`config.mk`:
```
export PLATFORM = sky130hd
export DESIGN_NAME = cpm_fifo_drain
export DESIGN_NICKNAME = d
export VERILOG_FILES = /design/src/rtl/cpm_fifo_drain_pkg.sv /design/src/rtl/cpm_word_serializer.sv /design/src/rtl/cpm_fifo_drain.sv
export SDC_FILE = /design/constraint.sdc
export NUM_CORES = 1
export LEC_CHECK = 0
export CAP_MARGIN = 20
export CORE_MARGIN = 8
export CORE_UTILIZATION = 45
export CTS_CLUSTER_DIAMETER = 60
export CTS_CLUSTER_SIZE = 12
export DETAILED_ROUTE_END_ITERATION = 7
export GPL_TIMING_DRIVEN = 0
export HOLD_SLACK_MARGIN = 0.12
export PLACE_DENSITY = 0.77
export SLEW_MARGIN = 20
export SYNTH_ARGS = -nofsm -noshare
export SYNTH_HDL_FRONTEND = slang
export SYNTH_SLANG_ARGS = --single-unit
```
`constraint.sdc`:
```
create_clock -name clk -period 2.7 [get_ports clk]
set_clock_uncertainty 0.1 [all_clocks]
set_input_delay 0.54 -clock clk [delete_from_list [all_inputs] [get_ports clk]]
set_output_delay 0.54 -clock clk [all_outputs]
set_load 0.005 [all_outputs]
```
`src/rtl/cpm_fifo_drain_pkg.sv`:
```
// Shared CPM definitions: drain FSM state encoding, default widths and the
// word-to-beat ratio with its helper functions.
package cpm_fifo_drain_pkg;

    typedef enum logic [1:0] {
        ST_IDLE  = 2'd0,
        ST_FETCH = 2'd1,
        ST_SEND  = 2'd2,
        ST_DONE  = 2'd3
    } cpm_state_e;

    localparam int DEF_DATA_WIDTH = 64;
    localparam int DEF_OUT_WIDTH  = 16;
    localparam int RATIO          = DEF_DATA_WIDTH / DEF_OUT_WIDTH;

    function automatic int cpm_ratio(input int data_width, input int out_width);
        return data_width / out_width;
    endfunction

    // A one-beat word still needs a 1-bit counter to keep the port legal.
    function automatic int beat_cnt_width(input int ratio);
        return (ratio > 1) ? $clog2(ratio) : 1;
    endfunction

endpackage

```
`src/rtl/cpm_word_serializer.sv`:
```
// Splits one FIFO word into OUT_WIDTH beats, lowest slice first, with a
// wrapping beat counter that flags the final beat of the word.
module cpm_word_serializer
    import cpm_fifo_drain_pkg::*;
#(
    parameter int DATA_WIDTH = DEF_DATA_WIDTH,
    parameter int OUT_WIDTH  = DEF_OUT_WIDTH,
    parameter int BEATS      = RATIO
) (
    input  logic                  clk,
    input  logic                  rst,
    input  logic                  load,
    input  logic [DATA_WIDTH-1:0] word,
    input  logic                  advance,
    output logic [OUT_WIDTH-1:0]  beat_data,
    output logic                  last_beat
);

    localparam int BW = beat_cnt_width(BEATS);
    localparam logic [BW-1:0] LAST_BEAT = BW'(BEATS - 1);

    logic [DATA_WIDTH-1:0] shreg;
    logic [BW-1:0]         beat_cnt;

    // NOTE: the shift register is ordinary datapath flops, so it shares the
    // async reset; no memory array here needs special reset handling.
    always_ff @(posedge clk or posedge rst) begin
        if (rst) begin
            shreg    <= '0;
            beat_cnt <= '0;
        end else if (load) begin
            shreg    <= word;
            beat_cnt <= '0;
        end else if (advance) begin
            shreg    <= shreg >> OUT_WIDTH;
            beat_cnt <= (beat_cnt == LAST_BEAT) ? '0 : beat_cnt + 1'b1;
        end
    end

    assign beat_data = shreg[OUT_WIDTH-1:0];
    assign last_beat = (beat_cnt == LAST_BEAT);

endmodule

```
`src/rtl/cpm_fifo_drain.sv`:
```
// Burst drain engine: pops burst_len words from a FIFO and streams each one
// downstream as RATIO narrower beats, reloading back-to-back when possible.
module cpm_fifo_drain
    import cpm_fifo_drain_pkg::*;
#(
    parameter int DATA_WIDTH = DEF_DATA_WIDTH,
    parameter int OUT_WIDTH  = DEF_OUT_WIDTH,
    parameter int ADDR_WIDTH = 4
) (
    input  logic                  clk,
    input  logic                  rst,
    input  logic                  clear,
    input  logic                  start,
    input  logic [7:0]            burst_len,
    input  logic                  fifo_empty,
    input  logic [DATA_WIDTH-1:0] fifo_data,
    output logic                  fifo_pop,
    output logic                  out_valid,
    input  logic                  out_ready,
    output logic [OUT_WIDTH-1:0]  out_data,
    output logic                  out_last,
    output logic                  busy,
    output logic                  done
);

    localparam int WORD_RATIO = cpm_ratio(DATA_WIDTH, OUT_WIDTH);

    cpm_state_e            state, next_state;
    logic [7:0]            word_cnt;
    logic                  ser_load, ser_advance, last_beat;
    logic                  cnt_load, cnt_dec;
    logic                  final_word;
    logic [OUT_WIDTH-1:0]  beat_data;

    cpm_word_serializer #(
        .DATA_WIDTH (DATA_WIDTH),
        .OUT_WIDTH  (OUT_WIDTH),
        .BEATS      (WORD_RATIO)
    ) u_ser (
        .clk       (clk),
        .rst       (rst),
        .load      (ser_load),
        .word      (fifo_data),
        .advance   (ser_advance),
        .beat_data (beat_data),
        .last_beat (last_beat)
    );

    assign final_word = (word_cnt <= 8'd1);

    always_ff @(posedge clk or posedge rst) begin
        if (rst) begin
            state    <= ST_IDLE;
            word_cnt <= '0;
        end else begin
            state <= next_state;
            if (clear)
                word_cnt <= '0;
            else if (cnt_load)
                word_cnt <= burst_len;
            else if (cnt_dec && word_cnt != 8'd0)
                word_cnt <= word_cnt - 8'd1;
        end
    end

    // NOTE: every output of this block gets a default first, so no path
    // through the case can leave one unassigned and infer a latch.
    always_comb begin
        next_state  = state;
        fifo_pop    = 1'b0;
        ser_load    = 1'b0;
        ser_advance = 1'b0;
        cnt_load    = 1'b0;
        cnt_dec     = 1'b0;
        out_valid   = 1'b0;
        out_last    = 1'b0;
        out_data    = '0;
        done        = 1'b0;
        busy        = (state != ST_IDLE);

        unique case (state)
            ST_IDLE: begin
                if (start) begin
                    cnt_load   = 1'b1;
                    next_state = (burst_len == 8'd0) ? ST_DONE : ST_FETCH;
                end
            end
            ST_FETCH: begin
                if (!fifo_empty) begin
                    fifo_pop   = 1'b1;
                    ser_load   = 1'b1;
                    next_state = ST_SEND;
                end
            end
            ST_SEND: begin
                out_valid = 1'b1;
                out_data  = beat_data;
                out_last  = last_beat && final_word;
                if (out_ready) begin
                    ser_advance = 1'b1;
                    if (last_beat) begin
                        cnt_dec = 1'b1;
                        if (final_word) begin
                            next_state = ST_DONE;
                        end else if (!fifo_empty) begin
                            // Zero-bubble reload of the next word.
                            fifo_pop = 1'b1;
                            ser_load = 1'b1;
                        end else begin
                            next_state = ST_FETCH;
                        end
                    end
                end
            end
            ST_DONE: begin
                done       = 1'b1;
                next_state = ST_IDLE;
            end
            default: next_state = ST_IDLE;
        endcase

        // Abort wins over everything, including a same-cycle start.
        if (clear) begin
            next_state  = ST_IDLE;
            fifo_pop    = 1'b0;
            ser_load    = 1'b0;
            ser_advance = 1'b0;
            cnt_load    = 1'b0;
            cnt_dec     = 1'b0;
            done        = 1'b0;
        end
    end

endmodule
```
; ---- After elaboration in Yosys (flattened, before gate mapping)
; Cells that the tools add are included.
; Widths: inputs -> output; s select.
[classes]
muxes = 38
reduce_logical = 9
eq_ne = 9
magnitude_cmp = 1
addsub = 2
[op_table]
columns = operator, count
row1 = $mux 64, 2
row2 = $mux 8, 3
row3 = $mux 2, 11
row4 = $mux 1, 19
row5 = $mux 16, 1
row6 = $ne 3x3->1 const B, 4
row7 = $le 8x1->1 const B, 1
row8 = $logic_not 8->1, 1
row9 = $pmux 2 s4, 1
row10 = $reduce_bool 8->1, 1
row11 = $sub 8x1->8 const B, 1
row12 = $eq 2x2->1 const B, 3
row13 = $reduce_and 5->1, 1
row14 = $ne 4x4->1 const B, 1
row15 = $reduce_bool 2->1, 2
row16 = $reduce_bool 3->1, 1
row17 = $add 2x1->2 const B, 1
row18 = $eq 2x1->1 const B, 1
row19 = $logic_and 1x1->1, 2
row20 = $logic_not 2->1, 1
row21 = $pmux 1 s2, 1
[totals]
out_inout_bits = 21
regBits = 76
elab_cells = 63
in_bits = 78

; ---- Longest topological paths before layout
[logic_depth]
word_depth = 9
ltp_mapped = 9
ltp_nobuf = 7

; ---- Hierarchy
; Synthesis repeated with hierarchy kept, for this count alone.
[hier_totals]
cells_unflattened = 413
hier_area_um2 = 4050.1
[by_module_without_submodules]
columns = module, cells_each, n_inst, seq_area_each_um2, area_each_um2
row1 = cpm_word_serializer, 301, 1, 1651.6, 3081.7
row2 = cpm_fifo_drain, 112, 1, 250.2, 968.4

; ---- Worst setup path before layout
; OpenSTA, ideal clock, no wires.
[synth_timing]
kind = register to output
from = register state[0]
to = output fifo_pop
path_buffers = 2
slack_ps = 414
arrival_time_ps = 1646
t_required_ps = 2060
stages_incl_launch_ff = 9
cell_sequence = dfrtp_1 -> inv_1 -> ha_1 -> nand3_1 -> a31oi_1 -> o211ai_2 -> buf_4 -> buf_6 -> inv_2
[synth_between]
elab_chain_cells = 3
word_cells_on_any_way = 4
classes_between = 2 x eq/ne / 2 x mux
[synth_rtl]
columns = element, line
row1 = "start, declared", cpm_fifo_drain.sv:28  ; cpm_state_e state, next_state;
row2 = "start signal, assigned", cpm_fifo_drain.sv:56  ; state <= next_state;
row3 = $eq 2x2->1 / $eq 2x1->1 (equally long branches), cpm_fifo_drain.sv:81  ; unique case (state)
row4 = $pmux 1 s2 (*), cpm_fifo_drain.sv:81
row5 = $mux 1 (*), cpm_fifo_drain.sv:123  ; if (clear) begin
row6 = "end, declared", cpm_fifo_drain.sv:17  ; output logic fifo_pop,
; Every way passes the cells marked *; elsewhere a longest branch is shown, timed or not.

; ---- Worst setup path after layout
[layout_timing]
from = input out_ready
to = output fifo_pop
[layout_between]
elab_chain_cells = 3
[layout_rtl]
columns = element, line
row1 = "start, declared", cpm_fifo_drain.sv:19  ; input logic out_ready,
row2 = $mux 1, cpm_fifo_drain.sv:99  ; if (out_ready) begin
row3 = $pmux 1 s2, cpm_fifo_drain.sv:81
row4 = $mux 1, cpm_fifo_drain.sv:123
; No other way between the ends.

==> flow_metrics.env <==
export IMPL_fp_coreArea_sq_um=9110
export IMPL_fin_crit_sh=0.973
export IMPL_status="finished, final reports clean"
export IMPL_wire_per_inst_um=17.8
export IMPL_grt_pass1_vias=3340
export IMPL_dp_hpwl_um=7680
export IMPL_start_util=0.456
export IMPL_clk_pin_slew_ns=0.08
export IMPL_reg2reg_to="u_ser.shreg[2]$_DFFE_PP0P_"
export IMPL_fillers=745
export IMPL_final_hold_violation_count=0
export IMPL_dieArea_sq_um=12600
export IMPL_synth_nets=434
export IMPL_synth_largest_area_cell="dfrtp_1"
export IMPL_die_w_um=112
export IMPL_htree_levels=3
export IMPL_cts_root_buf="clkbuf_8"
export IMPL_synthArstFlopShare=1.00
export IMPL_r2r_start="word_cnt[0]$_DFFE_PP0P_"
export IMPL_synth_area_leaders="dfrtp_1, mux2_1, mux2_2, mux2i_1, ha_1"
export IMPL_cp_end_kind="output pin"
export IMPL_cp_start_kind="primary input"
export IMPL_holdBufCountCts=0
export IMPL_io_pins=99
export IMPL_cp_data_required_time_ns=2.06
export IMPL_antennaDiodeCount=0
export IMPL_path_class="primary input to output pin"
export IMPL_grt_first_pass_wirelength_um=16800
export IMPL_r2r_setup_slack_ns=0.31
export IMPL_drtPass1Iterations=4
export IMPL_grt_max_degree=40
export IMPL_die_h_um=112
export IMPL_synth_cells=347
export IMPL_grtUsageTotal=0.167
export IMPL_maxCapViolations=0
export IMPL_drtIter0Drc=144
export IMPL_portBuffers=98
export IMPL_place_congestion=0.870
export IMPL_cts_buffer_depth=2
export IMPL_timing_hold_ws_ns=0.424
export IMPL_synth_area_per_cell_sq_um=12.0
export IMPL_crit_start="out_ready"
export IMPL_rr_worst_depth=9
export IMPL_cp_max_fo=11
export IMPL_cts_made_buffers=9
export IMPL_drc=0
export IMPL_ys_types=53
export IMPL_powerDensity_nw_per_um2=841
export IMPL_grt_overflow_total=0
export IMPL_cts_sinks=76
export IMPL_nets=551
export IMPL_antenna_found_initial=0
export IMPL_vias=3022
export IMPL_viasPerCell=5.21
export IMPL_vdd_drop_max_uv=396
export IMPL_crit_arrival_ns=1.99
export IMPL_area_growth_pct=36.6
export IMPL_synth_edf_count=0
export IMPL_tritoncts="built"
export IMPL_clk_latency_ns=0.35
export IMPL_post_route_min_period_ns=2.63
export IMPL_ys_seq_area_frac=0.458
export IMPL_netlist_area_sq_um=4160
export IMPL_synth_most_common_cell="dfrtp_1"
export IMPL_setup_viol=0
export IMPL_worst_pin_slew_ns=0.697
export IMPL_layout_drive_gt1_share=0.181
export IMPL_ant_nets=0
export IMPL_synth_commonest_cells="dfrtp_1, mux2_1, mux2_2, inv_1, nand2_1"
export IMPL_worst_slew_margin_rel=0.536
export IMPL_ys_ff_latch=76
export IMPL_rsz0062_at_grt="true"
export IMPL_yosys_most_used_dff="dfrtp_1"
export IMPL_setup_worst_path_end="fifo_pop"
export IMPL_hold_class="flop to flop"
export IMPL_synth_top_cell_area_share=0.458
export IMPL_post_route_util=0.623
export IMPL_fmax_mhz=381
export IMPL_routed_wirelength_um=10300
export IMPL_yosys_warnings=0
export IMPL_row_count=35
export IMPL_final_max_slew_viol_count=0
export IMPL_p_leak_nw=2.73
[power by group]
part,switching (W),internal [W]
combinational,0.000738,0.00102
clock,0.000432,0.000706
sequential,0.000272,0.00161
total,0.00144,0.00333
[flip-flops by register name, indices dropped and copies added, names as in the netlist]
register and count:
u_ser.shreg 64, u_ser.beat_cnt 2, word_cnt 8, state 2
[metal layers]
layer / vias up / wire (um) / track usage
met5: - / 0 / 0
met1: 1451 / 4680 / 0.208
met3: 11 / 693 / 0.0494
met2: 107 / 4850 / 0.275
met4: 0 / 108 / 0.0513
li1: 1453 / - / -
[cells in the final DEF, fill, tap and decap left out, types with 2 or more instances in the layout]
cell type	count
nor3_1	2
inv_1	25
nor4_1	5
inv_2	2
xnor2_1	3
buf_2	3
nor2_1	10
clkbuf_8	10
a21oi_1	3
clkbuf_1	4
nand2_1	22
and2_1	16
mux2_2	30
dfrtp_1	75
ha_1	7
a21o_1	3
a211oi_1	4
buf_4	10
buf_6	4
mux2i_1	17
bufinv_16	4
inv_4	2
mux2_1	67
clkinv_2	2
clkdlybuf4s50_1	96
a22o_1	2
[critical path: stages]
cell and delay (ns):
clkdlybuf4s50_1 0.58, nand3_4 0.15, a31oi_1 0.21, o211ai_2 0.14, buf_6 0.19, inv_4 0.06
buf_2 0.10
[metrics by stage]
step / TNS, ns / cells / setup slack (ns) / power [W] / area (sq um)
floorplan: 0 / 347 / 0.122 / 0.00299 / 4160
global placement: -95.01 / 556 / -1.16 / 0.00343 / 5280
detailed placement: -7.78 / 557 / -0.588 / 0.00353 / 5300
CTS: 0 / 576 / 0.0132 / 0.00475 / 5640
global route: -0.0197 / 580 / -0.0197 / 0.00510 / 5680
finish: 0 / 580 / 0.0725 / 0.00477 / 5680
[what timing repair did]
action	in CTS	in global routing
pin swaps	3	1
resized for setup	20	7
endpoints found under the setup margin	28	21
setup buffers	5	4
[cell type report]
| type | count | area, sq um | share of cell area |
|---|---|---|---|
| clock buffers | 9 | 124 | 0.0218 |
| inverters | 29 | 114 | 0.0200 |
| clock inverters | 7 | 139 | 0.0245 |
| plain buffers | 15 | 119 | 0.0209 |
| multi-input cells | 225 | 2080 | 0.365 |
| well taps | 111 | 139 | 0.0245 |
| repair buffers | 108 | 1070 | 0.188 |
| flip-flops and latches | 76 | 1900 | 0.335 |
[cells by family after synthesis]
| logic type | share of synthesized area |
|---|---|
| xor+xnor | 0.00632 |
| compound gates | 0.0608 |
| fa+ha+maj | 0.0271 |
| mux | 0.304 |
| flops | 0.458 |
| simple gates | 0.0930 |
| buf+inv | 0.0515 |
[how the worst min path moves through the flow]
stage                                    end  cells after the start                           from  slack [ns]
2_1_floorplan  u_ser.beat_cnt[1]$_DFFE_PP0P_                      2  u_ser.beat_cnt[1]$_DFFE_PP0P_        0.39
3_3_place_gp     u_ser.shreg[55]$_DFFE_PP0P_                      2    u_ser.shreg[55]$_DFFE_PP0P_        0.41
3_5_place_dp     u_ser.shreg[55]$_DFFE_PP0P_                      2    u_ser.shreg[55]$_DFFE_PP0P_        0.42
4_1_cts          u_ser.shreg[55]$_DFFE_PP0P_                      2    u_ser.shreg[55]$_DFFE_PP0P_        0.43
5_1_grt          u_ser.shreg[54]$_DFFE_PP0P_                      2    u_ser.shreg[54]$_DFFE_PP0P_        0.44
6_report         u_ser.shreg[54]$_DFFE_PP0P_                      2    u_ser.shreg[54]$_DFFE_PP0P_        0.42
No activity file was read; power rests on OpenSTA's default activity.
